**src/rtl/jtag_tap_responder.sv**
```systemverilog
// Target-side JTAG TAP (IDCODE, BYPASS, USER DR), with pins oversampled in the clk domain.
// Optional JTAG_TRST_EN adds an asynchronous, active-low trst_n that holds the TAP in TLR.
module jtag_tap_responder #(
  parameter int unsigned IR_LEN      = 4,
  parameter logic [31:0] IDCODE_VAL  = 32'h1485_A0DD,
  parameter int unsigned USER_LEN    = 32,
  parameter int unsigned SYNC_STAGES = 2
) (
  input  logic                clk,
  input  logic                rst_n,
  input  logic                tck,
  input  logic                tms,
  input  logic                tdi,
`ifdef JTAG_TRST_EN
  input  logic                trst_n,
`endif
  output logic                tdo,
  output logic                tdo_oe,
  input  logic [USER_LEN-1:0] user_rd_data,
  output logic [USER_LEN-1:0] user_wr_data,
  output logic                user_wr_stb,
  output logic [3:0]          tap_state
);

  typedef enum logic [3:0] {
    StTlr     = 4'hF, StRti     = 4'hC, StSelDr   = 4'h7, StCapDr = 4'h6,
    StShDr    = 4'h2, StEx1Dr   = 4'h1, StPauseDr = 4'h3, StEx2Dr = 4'h0,
    StUpdDr   = 4'h5, StSelIr   = 4'h4, StCapIr   = 4'hE, StShIr  = 4'hA,
    StEx1Ir   = 4'h9, StPauseIr = 4'hB, StEx2Ir   = 4'h8, StUpdIr = 4'hD
  } tap_state_e;

  localparam logic [IR_LEN-1:0] IrIdcode = IR_LEN'(1);
  localparam logic [IR_LEN-1:0] IrUser   = IR_LEN'(2);

  logic [SYNC_STAGES-1:0] tck_sync_q, tms_sync_q, tdi_sync_q;
  logic                   tck_prev_q;
  logic                   tck_s, tms_s, tdi_s, rise, fall;

  always_ff @(posedge clk or negedge rst_n) begin
    if (!rst_n) begin
      tck_sync_q <= '0;
      tms_sync_q <= '0;
      tdi_sync_q <= '0;
      tck_prev_q <= 1'b0;
    end else begin
      tck_sync_q <= {tck_sync_q[SYNC_STAGES-2:0], tck};
      tms_sync_q <= {tms_sync_q[SYNC_STAGES-2:0], tms};
      tdi_sync_q <= {tdi_sync_q[SYNC_STAGES-2:0], tdi};
      tck_prev_q <= tck_s;
    end
  end

  assign tck_s = tck_sync_q[SYNC_STAGES-1];
  assign tms_s = tms_sync_q[SYNC_STAGES-1];
  assign tdi_s = tdi_sync_q[SYNC_STAGES-1];
  assign rise  = tck_s & ~tck_prev_q;
  assign fall  = ~tck_s & tck_prev_q;

`ifdef JTAG_TRST_EN
  logic [SYNC_STAGES-1:0] trst_sync_q;
  logic                   trst_s;

  always_ff @(posedge clk or negedge rst_n) begin
    if (!rst_n) begin
      trst_sync_q <= '0;
    end else begin
      trst_sync_q <= {trst_sync_q[SYNC_STAGES-2:0], trst_n};
    end
  end

  assign trst_s = trst_sync_q[SYNC_STAGES-1];
`endif

  tap_state_e            state_q, state_d;
  logic [IR_LEN-1:0]     ir_q, ir_sr_q;
  logic [31:0]           id_sr_q;
  logic [USER_LEN-1:0]   user_sr_q, user_wr_data_q;
  logic                  byp_q, tdo_q, tdo_oe_q, user_wr_stb_q;
  logic                  is_idcode, is_user, dr_lsb;

  assign is_idcode = (ir_q == IrIdcode);
  assign is_user   = (ir_q == IrUser);

  always_comb begin
    dr_lsb = byp_q;
    if (is_idcode) begin
      dr_lsb = id_sr_q[0];
    end else if (is_user) begin
      dr_lsb = user_sr_q[0];
    end
  end

  always_comb begin
    state_d = state_q;
    unique case (state_q)
      StTlr:     state_d = tms_s ? StTlr     : StRti;
      StRti:     state_d = tms_s ? StSelDr   : StRti;
      StSelDr:   state_d = tms_s ? StSelIr   : StCapDr;
      StCapDr:   state_d = tms_s ? StEx1Dr   : StShDr;
      StShDr:    state_d = tms_s ? StEx1Dr   : StShDr;
      StEx1Dr:   state_d = tms_s ? StUpdDr   : StPauseDr;
      StPauseDr: state_d = tms_s ? StEx2Dr   : StPauseDr;
      StEx2Dr:   state_d = tms_s ? StUpdDr   : StShDr;
      StUpdDr:   state_d = tms_s ? StSelDr   : StRti;
      StSelIr:   state_d = tms_s ? StTlr     : StCapIr;
      StCapIr:   state_d = tms_s ? StEx1Ir   : StShIr;
      StShIr:    state_d = tms_s ? StEx1Ir   : StShIr;
      StEx1Ir:   state_d = tms_s ? StUpdIr   : StPauseIr;
      StPauseIr: state_d = tms_s ? StEx2Ir   : StPauseIr;
      StEx2Ir:   state_d = tms_s ? StUpdIr   : StShIr;
      StUpdIr:   state_d = tms_s ? StSelIr   : StRti;
    endcase
  end

  // Register actions belong to the state being left on each rise; tdo follows on the fall.
  always_ff @(posedge clk or negedge rst_n) begin
    if (!rst_n) begin
      state_q        <= StTlr;
      ir_q           <= IrIdcode;
      ir_sr_q        <= '0;
      id_sr_q        <= '0;
      user_sr_q      <= '0;
      byp_q          <= 1'b0;
      tdo_q          <= 1'b0;
      tdo_oe_q       <= 1'b0;
      user_wr_data_q <= '0;
      user_wr_stb_q  <= 1'b0;
    end else begin
      user_wr_stb_q <= 1'b0;
      if (rise) begin
        state_q <= state_d;
        case (state_q)
          StCapIr: ir_sr_q <= IrIdcode;
          StShIr:  ir_sr_q <= {tdi_s, ir_sr_q[IR_LEN-1:1]};
          StUpdIr: ir_q    <= ir_sr_q;
          StCapDr: begin
            if (is_idcode) begin
              id_sr_q <= IDCODE_VAL;
            end else if (is_user) begin
              user_sr_q <= user_rd_data;
            end else begin
              byp_q <= 1'b0;
            end
          end
          StShDr: begin
            if (is_idcode) begin
              id_sr_q <= {tdi_s, id_sr_q[31:1]};
            end else if (is_user) begin
              user_sr_q <= {tdi_s, user_sr_q[USER_LEN-1:1]};
            end else begin
              byp_q <= tdi_s;
            end
          end
          StUpdDr: begin
            if (is_user) begin
              user_wr_data_q <= user_sr_q;
              user_wr_stb_q  <= 1'b1;
            end
          end
          default: ;
        endcase
      end else if (fall) begin
        if (state_q == StShIr) begin
          tdo_q    <= ir_sr_q[0];
          tdo_oe_q <= 1'b1;
        end else if (state_q == StShDr) begin
          tdo_q    <= dr_lsb;
          tdo_oe_q <= 1'b1;
        end else begin
          tdo_q    <= 1'b0;
          tdo_oe_q <= 1'b0;
        end
      end
      if (state_q == StTlr) begin
        ir_q <= IrIdcode;
      end
`ifdef JTAG_TRST_EN
      if (!trst_s) begin
        state_q <= StTlr;
        ir_q    <= IrIdcode;
      end
`endif
    end
  end

  assign tdo          = tdo_q;
  assign tdo_oe       = tdo_oe_q;
  assign user_wr_data = user_wr_data_q;
  assign user_wr_stb  = user_wr_stb_q;
  assign tap_state    = state_q;

endmodule

```
**config.mk**
```make
export PLATFORM = sky130hd
export DESIGN_NAME = jtag_tap_responder
export DESIGN_NICKNAME = d
export VERILOG_FILES = /design/src/rtl/jtag_tap_responder.sv
export SDC_FILE = /design/constraint.sdc
export NUM_CORES = 1
export LEC_CHECK = 0
export BUFFER_PORTS_ARGS = -buffer_cell sky130_fd_sc_hd__buf_2
export CORE_MARGIN = 10
export CORE_UTILIZATION = 52
export DETAILED_ROUTE_END_ITERATION = 8
export PLACE_DENSITY_LB_ADDON = 0.3
export SYNTH_ARGS = -nofsm -noshare
export SYNTH_HDL_FRONTEND = slang
export SYNTH_SLANG_ARGS = --single-unit
```
**constraint.sdc**
```tcl
create_clock -name clk -period 3.4 [get_ports clk]
set_input_delay 0.34 -clock clk [delete_from_list [all_inputs] [get_ports clk]]
set_output_delay 0.34 -clock clk [all_outputs]
set_load 0.005 [all_outputs]
```
# Word-level counts from Yosys, hierarchy flattened
# Cells that the tools add are included.
[op_classes] n_eq_ne=25 mux=40 bitwise=5 reduce_logical=15
[ops] operator="32-bit two-way mux" count=6
[ops] operator="32-bit one-hot mux with 2 select lines" count=2
[ops] operator="4-bit one-hot mux with 13 select lines" count=1
[ops] operator="4-bit == test (second input constant)" count=8
[ops] operator="4-bit two-way mux" count=5
[ops] operator="4-bit by 3-bit == test with 1-bit output (second input constant)" count=4
[ops] operator="2-bit != test (second input constant)" count=8
[ops] operator="1-bit two-way mux" count=14
[ops] operator="4-bit by 2-bit == test with 1-bit output (second input constant)" count=3
[ops] operator="2-bit two-way mux" count=6
[ops] operator="3-bit two-way mux" count=4
[ops] operator="6-bit AND reduction" count=2
[ops] operator="4-bit by 1-bit == test with 1-bit output (second input constant)" count=2
[ops] operator="4-bit one-hot mux with 2 select lines" count=1
[ops] operator="2-bit nonzero test" count=4
[ops] operator="2-bit AND reduction" count=3
[ops] operator="2-bit OR reduction" count=3
[ops] operator="4-bit logical NOT" count=1
[ops] operator="4-bit AND reduction" count=1
[ops] operator="1-bit NOT" count=3
[ops] operator="3-bit AND reduction" count=1
[ops] operator="1-bit bitwise AND" count=2
[ops] operator="1-bit one-hot mux with 2 select lines" count=1
[totals] ff_bits=119 in_bits=37 elab_cells=99

# Depth between registers and ports, before layout
# Gate-level depths: netlist of run 1.
[depth] ltp_word=5 mapped_depth=8 mapped_depth_nobuf=4

# Worst setup path after synthesis of run 1
# OpenSTA, ideal clock, no wires.
[synth_timing] path_type="reg2reg" startpoint="reg state_q[0] (netlist: tap_state[0])" endpoint="reg user_sr_q[10]" setup_ps=82 arrival_ps=1898 setup_slack_ps=1420 stages_incl_launch_ff=9 path_buffers=4 period_less_slack_ps=1980 path_cell_list="dfstp_2 > clkbuf_1 > nand2b_1 > buf_2 > or3_1 > clkbuf_1 > clkbuf_1 > nand2_1 > a31oi_1"
[synth_between] elab_chain_cells=3 word_cells_on_any_way=9 classes_between="6 x eq/ne; 1 x mux; 2 x reduce/logical"
[synth_lines] element="start, declared" line="74" text="tap_state_e state_q, state_d;"
[synth_lines] element="start signal, assigned" line="118" text="state_q <= StTlr;"
[synth_lines] element="start signal, assigned" line="131" text="state_q <= state_d;"
[synth_lines] element="4-bit by 3-bit == test with 1-bit output or 4-bit by 2-bit == test with 1-bit output (tied branches)" line="132" text="case (state_q)"
[synth_lines] element="2-bit != test (no line) or 2-bit nonzero test (tied branches)"
[synth_lines] element="6-bit AND reduction (no line)"
[synth_lines] element="end signal, assigned" line="140" text="user_sr_q <= user_rd_data;"
[synth_lines] element="end signal, assigned" line="149" text="user_sr_q <= {tdi_s, user_sr_q[USER_LEN-1:1]};"
[synth_lines] element="end, declared" line="77" text="logic [USER_LEN-1:0] user_sr_q, user_wr_data_q;"
# Parallel ways exist; a longest one is shown, timed or not.
# A chain may end at the register's enable or synchronous reset.

# Worst setup path after layout of run 1
[layout_timing] startpoint="reg ir_q[0]" endpoint="reg id_sr_q[31]"
[layout_between] elab_chain_cells=3 word_cells_on_any_way=4 classes_between="3 x eq/ne; 1 x reduce/logical"
[layout_lines] element="start, declared" line="75" text="logic [IR_LEN-1:0] ir_q, ir_sr_q;"
[layout_lines] element="start signal, assigned" line="119" text="ir_q <= IrIdcode;"
[layout_lines] element="start signal, assigned" line="135" text="StUpdIr: ir_q <= ir_sr_q;"
[layout_lines] element="start signal, assigned" line="175" text="ir_q <= IrIdcode;"
[layout_lines] element="4-bit by 1-bit == test with 1-bit output (*)" line="81" text="assign is_idcode = (ir_q == IrIdcode);"
[layout_lines] element="2-bit != test (no line)"
[layout_lines] element="4-bit AND reduction (no line) (*)"
[layout_lines] element="end signal, assigned" line="147" text="id_sr_q <= {tdi_s, id_sr_q[31:1]};"
[layout_lines] element="end, declared" line="76" text="logic [31:0] id_sr_q;"
# Every way passes the cells marked *; elsewhere a longest branch is shown, timed or not.

==> results of run 1 <==
-- cell type report --
type / instances / share of cell area [%]
multi-input cells: 332 / 29.8
well taps: 129 / 2.68
inverters: 3 / 0.187
clock inverters: 14 / 2.91
clock buffers: 17 / 6.87
repair buffers: 86 / 8.01
flip-flops and latches: 119 / 49.5
-- metrics by stage --
stage	cell area [sq um]	cells	power, uW	utilization (%)	hold WS, ps
after floorplan	4920	488	2030	-	44.4
after global placement	5400	665	2170	58.4	333
after detailed placement	5400	665	2190	58.4	336
after CTS	6030	700	3970	65.2	69.1
after global routing	6030	700	4130	65.2	79.1
final	6030	700	3930	65.2	87.9
-- flip-flops by register name (all words and copies together) (netlist names) --
signal        flops
tms_sync_q        2
ir_sr_q           4
user_sr_q        32
tdi_sync_q        2
tck_sync_q        2
byp_q             1
tdo               1
user_wr_data     32
user_wr_stb       1
tdo_oe            1
id_sr_q          32
ir_q              4
tap_state         4
tck_prev_q        1
-- cells in the mapped netlist (all sizes together) (2+ instances only) --
cell type / instances / share of area [%]
nor3: 3 / 0.31
nor2: 40 / 3.1
inv: 3 / 0.23
clkbuf: 24 / 1.8
o21ai: 28 / 2.8
buf: 10 / 0.97
nor2b: 3 / 0.38
a21oi: 8 / 0.81
nand3: 18 / 1.8
or4b: 2 / 0.41
mux2: 33 / 7.6
nand2: 136 / 10
a31oi: 33 / 4.2
nand2b: 8 / 1.0
nor4: 3 / 0.69
dfstp: 5 / 2.7
dfrtp: 114 / 58
-- logic make-up after synthesis --
| family | count (synthesis) | share of synthesized area [%] |
|---|---|---|
| fa+ha+maj | 1 | 0.203 |
| mux | 34 | 7.76 |
| flops | 119 | 60.7 |
| simple gates | 220 | 19.1 |
| buf+inv | 37 | 3.03 |
| compound gates | 76 | 9.05 |
| xor+xnor | 1 | 0.178 |
-- worst min-delay path: cells and delay by family --
| kind | cells | cell delay (ps) |
|---|---|---|
| buffers and inverters | 1 | 100 |
| AOI/OAI and AO/OA | 1 | 70 |
| and+or+nand+nor | 1 | 50 |
-- how the worst max path moves through the flow --
stage | to | slack, ps | depth (start not counted)
final | id_sr_q[31]$_DFFE_PN0P_ | 930 | 4
after global routing | id_sr_q[31]$_DFFE_PN0P_ | 780 | 4
after CTS | id_sr_q[31]$_DFFE_PN0P_ | 940 | 4
after detailed placement | id_sr_q[31]$_DFFE_PN0P_ | 960 | 4
after global placement | id_sr_q[31]$_DFFE_PN0P_ | 1010 | 4
after floorplan | user_sr_q[10]$_DFFE_PN0P_ | 1420 | 8
-- metal layers --
metal	up-vias	wire [um]
li1	1796	-
met1	1789	4740
met2	79	5120
met3	5	615
met4	0	59
met5	-	0
-- power groups by stage --
| stage | sequential, uW | clock (uW) | combinational [uW] |
|---|---|---|---|
| after floorplan | 1660 | 0 | 371 |
| after global placement | 1750 | 0 | 428 |
| after detailed placement | 1750 | 0 | 441 |
| after CTS | 1730 | 1790 | 451 |
| after global routing | 1760 | 1850 | 515 |
| final | 1740 | 1750 | 444 |
-- repair_timing --
item                                   CTS  global route
setup endpoints to repair                0             0
setup buffers                            0             0
endpoints found under the hold margin   49             0
hold buffers                             4             0
==> metrics.txt, run 1 <==
status complete, no violations; CTS Buf Count 17; final hold vios 0; busiest grt layer met2; syn_area_per_cell 10.1 sq um; die span in x 117 um; critical path's slowest cell or4_1; worst min-delay path endpoint user_sr_q[25]$_DFFE_PN0P_; DR vias/cell 5.24; Slew Viols, Final 0; first-pass GRT wire length 16.9 mm; worst-path maximum fanout 33; commonest non-fill, non-tap cell in the layout nand2_1; Mapped Cells 488; asr flop ratio synth 100%; worst path bufs/invs 0; Mapped Area 0.00492 sq mm; core footprint 0.00924 sq mm; worst skew pair latency 500 ps; final worst-path cycle share 72.7%; post-layout min period 2470 ps; die height 117 um; pin count of the biggest net entering global routing 70; Ys Warns 0; post-cts sizing count 0; initial core utilization 53.2%; r2r setup slk 930 ps; most common flop cell mapped by yosys dfrtp_1; Setup crit start kind register; aggregate global routing overflow 0; clock-pin slew on the worst setup and hold paths 60 ps; Nets 596; crit-path max cell delay 910 ps; commonest non-fill, non-tap cells in the layout 136 x nand2_1, 114 x dfrtp_1, 74 x buf_2, 40 x nor2_1; post-synth net total 525; met3 Use GR 4.38%; setup TNS 0 ps; Setup Slack @ Placement 956 ps; unrepaired setup endpoints after global routing false; drt first pass iters 4; Switching Fraction 27.0%; GR Util met2 25.5%; via count 3669; Clk pwr share 44.6%; Worst IR Drop VDD 0.312 mV; fmax 0.405 GHz; n_diodes 0; Layout Area Growth over Synthesis 22.5%; RR Startpoint ir_q[0]$_DFFE_PN1P_; post-route ant nets 0; R2R depth 4; Setup violations, final 0; worst setup margin 929 ps; Setup crit end kind register; storage element area 0.00298 sq mm; clock skew 17.2 ps; Clock Path Buffers 2; Power Density 652 mW/mm^2; fraction of layout instances using a drive strength above 1 27.1%; CP arrival 2810 ps; global-route track usage on met1 19.3%; I/O Buffers 75; #FFs+latches synth 119; WHS Path Cells 3; # IOs 76; Worst R2R End id_sr_q[31]$_DFFE_PN0P_; root buf cell clkbuf_8; vias in the first global route 3534; DIE AREA 0.0138 sq mm; Slew HR 28.9%; Combinational Power Share 11.3%; H-tree levels 4; Worst Tran Pin Value 1070 ps; hpwl dp 6.53 mm; total global-route track usage 15.5%; final WL 10.5 mm; Cell variety after synth 36; crit-path cells or4b_1 -> or4_1 -> nand2_1 -> o21ai_0; P_int 2870 uW; DRT iter0 DRCs 350; Max Cap Viol 0; CP delay by family, top simple AND/OR/NAND/NOR gates; Hold Startpoint user_rd_data[25]; Leak 0.00299 uW; Residual DRC 0; share of power burned in registers 44.1%; crit path from ir_q[0]$_DFFE_PN1P_; multi-input logic area 0.00180 sq mm; Critical Path RT 3740 ps; number of flops mapped to enable cells by yosys 0; WL/cell 15.0 um; antenna violations before repair 0; routability cong. 0.807; sequential area share after synthesis 60.7%; crit path kind register to register; CTS tree yes; # fillers 700; Hold Path Class input port to register; CTS Sinks 119; row count 35; Psw 1060 uW
Note: power is estimated with default switching activity, not from simulation.
==> inputs of run 2 (changes only) <==
==> constraint.sdc (replaced) <==
create_clock -name clk -period 2.5 [get_ports clk]
set_input_delay 0.25 -clock clk [delete_from_list [all_inputs] [get_ports clk]]
set_output_delay 0.25 -clock clk [all_outputs]
set_load 0.005 [all_outputs]
==> run 2 against run 1 <==
Critical path type unchanged. Count of clock-buffer cells in the layout unchanged. Final area up 4.9%. Combinational power up 46%. Die area unchanged. Non-clock buffer count up 26. Setup slack worse by 490 ps.
==> metrics.txt, run 2 (synthesis results as in run 1) <==
clock skew 8.80 ps (-8.35 ps); final WL 11.0 mm (+4.8%); final worst-path cycle share 82.5% (+9.8 points); Post-CTS Setup Bufs 0 (unchanged); worst-path maximum fanout 64 (+94%); vias in the first global route 3875 (+9.6%); Slew Viols, Final 0 (unchanged); Hold Path Class input port to register; CTS Sinks 119 (unchanged); placed inst area 0.00544 sq mm (+0.83%); global-route track usage on met1 20.4% (+1.1 points); CP arrival 2480 ps (-330 ps); root buf cell clkbuf_8; die span in x 117 um (unchanged); # IOs 76 (unchanged); Max Cap Viol 0 (unchanged); post-layout min period 2060 ps (-408 ps); Clock Path Buffers 2 (unchanged); fmax 0.485 GHz (+20%); worst skew pair latency 520 ps (+20 ps); Final Cell Area 0.00632 sq mm (+4.9%); GR Util met2 27.8% (+2.3 points); row count 35 (unchanged); Worst Tran Pin Value 553 ps (-514 ps); commonest non-fill, non-tap cell in the layout nand2_1; pin count of the biggest net entering global routing 65 (-7.1%); via count 3827 (+4.3%); total global-route track usage 16.7% (+1.2 points); Residual DRC 0 (unchanged); unrepaired setup endpoints after global routing false; Layout Area Growth over Synthesis 28.5%; aggregate global routing overflow 0 (unchanged); Worst IR Drop VDD 0.555 mV (+78%); Power Density 856 mW/mm^2 (+31%); Post-Layout Cell Count 726 (+3.7%); clock-pin slew on the worst setup and hold paths 60 ps (about the same); drt first pass iters 4 (unchanged); crit path kind register to register; DRT iter0 DRCs 333 (-4.9%); post-route ant nets 0 (unchanged); Leak 0.00312 uW (+4.1%); Nets 622 (+4.4%); initial core utilization 53.2% (unchanged); H-tree levels 4 (unchanged); core footprint 0.00924 sq mm (unchanged); Setup crit start kind register; n_diodes 0 (unchanged); commonest non-fill, non-tap cells in the layout 136 x nand2_1, 114 x dfrtp_1, 74 x buf_2, 40 x nor2_1; first-pass GRT wire length 18.3 mm (+8.3%); I/O Buffers 75 (unchanged); Setup violations, final 0 (unchanged); final hold vios 0 (unchanged); status complete, no violations; CTS tree yes; met3 Use GR 4.69% (+0.31 points); Critical Path RT 2910 ps (-830 ps); Setup crit end kind register; routability cong. 0.772 (-4.3%); WL/cell 15.2 um (+1.1%); busiest grt layer met2; die height 117 um (unchanged); hpwl dp 6.69 mm (+2.4%); DR vias/cell 5.27 (+0.57%); CTS Buf Count 17 (unchanged); antenna violations before repair 0 (unchanged); Slew HR 63.1% (+34 points); placed cells 666 (+0.15%); setup TNS 0 ps (unchanged); fraction of layout instances using a drive strength above 1 26.1% (-1.0 points); DIE AREA 0.0138 sq mm (unchanged)
run 2: timing repair:
action | CTS | global route
resized for setup | 0 | 0
hold endpoints to repair | 68 | 0
hold buffers | 29 | 0
run 2: worst max-delay path, stage by stage (launching register included):
cell	delay [ps]
dfrtp_1	430
or4b_1	620
nor4_4	340
buf_12	280
nor2_1	90
a31oi_1	190
run 2: final timing paths:
check                                        start                     endpoint  slack [ps]  cells after the start
max                            ir_q[3]$_DFFE_PN0P_     user_sr_q[3]$_DFFE_PN0P_         440                      5
min                                user_rd_data[6]     user_sr_q[6]$_DFFE_PN0P_           6                      3
max reg2reg                    ir_q[3]$_DFFE_PN0P_     user_sr_q[3]$_DFFE_PN0P_         440                      5
min reg2reg                tdi_sync_q[0]$_DFF_PN0_      tdi_sync_q[1]$_DFF_PN0_         350                      0
max in group asynchronous                    rst_n  user_wr_data[1]$_DFFE_PN0P_        1510                      3
min in group asynchronous                    rst_n  user_wr_data[5]$_DFFE_PN0P_         260                      2
run 2: cell type report:
type	instances	area [sq um]
Multi-Input combinational cell	332	1800
Fill cell	659	2920
Inverter	3	11.3
Clock inverter	14	176
Timing Repair Buffer	112	778
Clock buffer	17	414
Sequential cell	119	2980
Tap cell	129	161
run 2: per-layer routing:
layer	vias to the layer above	routed length [um]
met5	-	0
met3	10	698
met2	107	5490
li1	1840	-
met1	1870	4760
met4	0	87
run 2: metrics by stage:
stage / hold WS [ps] / total power, uW / util [%] / setup WS, ps
floorplan: -45.6 / 2760 / - / 520
finish: 6.02 / 5420 / 68.4 / 437
global placement: 270 / 2970 / 58.9 / 505
CTS: 2.40 / 5460 / 68.4 / 441
detailed placement: 266 / 3000 / 58.9 / 480
global route: 7.72 / 5680 / 68.4 / 322
run 2: where the power goes:
group	switching, uW	total, uW	internal (uW)
Combinational	366	649	283
Sequential	228	2360	2130
Clock	884	2400	1520
Total	1480	5420	3940
==> inputs of run 3 (changes only) <==
==> constraint.sdc (replaced) <==
create_clock -name clk -period 2.15 [get_ports clk]
set_input_delay 0.215 -clock clk [delete_from_list [all_inputs] [get_ports clk]]
set_output_delay 0.215 -clock clk [all_outputs]
set_load 0.005 [all_outputs]
==> run 3 against run 2 <==
First-iteration DRC count is 6.3% higher. Non-clock buffer count increased by 15. Setup slack worse by 320 ps. Largest power group unchanged. Clock power rose by 20%. Combinational power increased by 38%. Final cell count rose by 2.2%. Core utilization is 1.9 points higher. Total power is 19% higher. Critical endpoint is now user_sr_q[10]$_DFFE_PN0P_. Maximum frequency is 1.3% higher.
==> metrics.txt, run 3 (synthesis results as in run 1) <==
status complete, no violations; via count 4016 (+4.9%); hpwl dp 7.04 mm (+5.3%); Setup crit start kind register; Setup violations, final 0 (unchanged); worst path bufs/invs 1 (unchanged); CP delay by family, top simple AND/OR/NAND/NOR gates; # IOs 76 (unchanged); DR vias/cell 5.41 (+2.7%); clock skew 6.72 ps (-2.08 ps); CP arrival 2440 ps (-40 ps); final hold vios 0 (unchanged); die span in x 117 um (unchanged); crit-path max cell delay 610 ps (about the same); final WL 12.5 mm (+13%); final worst-path cycle share 94.7% (+12 points); critical path's slowest cell or4b_1; WL/cell 16.8 um (+10%); aggregate global routing overflow 0 (unchanged); Max Cap Viol 0 (unchanged); I/O Buffers 75 (unchanged); pin count of the biggest net entering global routing 65 (unchanged); drt first pass iters 5 (+1); Final Util 70.3% (+1.9 points); CTS tree yes; CTS Sinks 119 (unchanged); n_diodes 0 (unchanged); worst skew pair latency 510 ps (about the same); die height 117 um (unchanged); Worst Tran Pin Value 553 ps (+0.808 ps); DIE AREA 0.0138 sq mm (unchanged); Residual DRC 0 (unchanged); worst-path maximum fanout 32 (-50%); initial core utilization 53.2% (unchanged); antenna violations before repair 0 (unchanged); fraction of layout instances using a drive strength above 1 26.9% (+0.79 points); Setup crit end kind register; commonest non-fill, non-tap cells in the layout 136 x nand2_1, 114 x dfrtp_1, 74 x buf_2, 40 x nor2_1, 36 x dlygate4sd3_1; setup TNS 0 ps (unchanged); CTS Buf Count 17 (unchanged); fmax 0.491 GHz (+1.3%); core footprint 0.00924 sq mm (unchanged); Hold Path Class input port to async pin; Critical Path RT 2550 ps (-360 ps); vias in the first global route 4107 (+6.0%); Power Density 995 mW/mm^2 (+16%); Slew HR 63.1% (about the same); Leak 0.00319 uW (+2.4%); crit path kind register to register; Post-CTS Setup Bufs 0 (unchanged); crit-path cells or4b_1 -> nor4_4 -> clkbuf_16 -> nor2_1 -> a31oi_1; post-layout min period 2040 ps (-27.0 ps); commonest non-fill, non-tap cell in the layout nand2_1; first-pass GRT wire length 20.1 mm (+9.8%); clock-pin slew on the worst setup and hold paths 60 ps (about the same); Clock Path Buffers 2 (unchanged); Layout Area Growth over Synthesis 32.0%; total global-route track usage 18.7% (+2.0 points); routability cong. 0.801 (+3.8%); H-tree levels 4 (unchanged); post-route ant nets 0 (unchanged); Nets 637 (+2.4%); row count 35 (unchanged); DRT iter0 DRCs 354 (+6.3%); unrepaired setup endpoints after global routing false; Slew Viols, Final 0 (unchanged); r2r setup slk 110 ps (-320 ps); root buf cell clkbuf_8; Worst IR Drop VDD 0.609 mV (+9.9%)
-- run 3: worst reg2reg max path, stage by stage (launching register included) --
cell and delay (ps):
dfrtp_1 420, or4b_1 610, nor4_4 290, clkbuf_16 290, nor2_1 70, a31oi_1 250
-- run 3: layout make-up --
class	count	area, sq um
sequential	119	2980
fill	631	2750
multi-input combinational	332	1800
timing repair buffer	127	930
clock buffer	19	442
clock inverter	13	169
tap	129	161
inverter	3	11.3
-- run 3: path summary, 6_finish.rpt --
| check | start | to | cells past startpoint |
|---|---|---|---|
| max in group asynchronous | rst_n | user_wr_data[27]$_DFFE_PN0P_ | 3 |
| worst max register to register | ir_q[3]$_DFFE_PN0P_ | user_sr_q[10]$_DFFE_PN0P_ | 5 |
| worst min-delay path | rst_n | user_sr_q[6]$_DFFE_PN0P_ | 2 |
| min in group clk | tdi | tdi_sync_q[0]$_DFF_PN0_ | 2 |
| worst min register to register | tms_sync_q[0]$_DFF_PN0_ | tms_sync_q[1]$_DFF_PN0_ | 0 |
| worst max-delay path | ir_q[3]$_DFFE_PN0P_ | user_sr_q[10]$_DFFE_PN0P_ | 5 |
-- run 3: metrics by stage --
step	total power [uW]	hold slack [ps]	instances	setup WS, ps	cell area [sq um]
2_1_floorplan	3200	-80.6	488	170	4920
3_3_place_gp	3520	233	673	222	5510
3_5_place_dp	3560	238	673	154	5510
4_1_cts	6490	227	741	140	6480
5_1_grt	6790	254	742	20.2	6490
6_report	6460	222	742	114	6490
-- run 3: metal layers --
layer  wire length (um)  GRT usage, %  vias up
met2               6350          30.9      149
met5                  0             0        -
met1               5120          22.1     1956
met3                734          5.61       26
met4                248          7.74        0
li1                   -             -     1885
-- run 3: repair_timing --
action | in CTS | in global routing
gates resized for setup | 0 | 1
endpoints found under the hold margin | 73 | 0
hold buffers | 36 | 0
setup endpoints to repair | 0 | 2
-- run 3: report_power, final --
| part | total (uW) | switching, uW | leakage, uW | internal, uW |
|---|---|---|---|---|
| Sequential | 2690 | 213 | 0.00144 | 2480 |
| Clock | 2880 | 1040 | 0.000287 | 1840 |
| Combinational | 893 | 501 | 0.00146 | 392 |
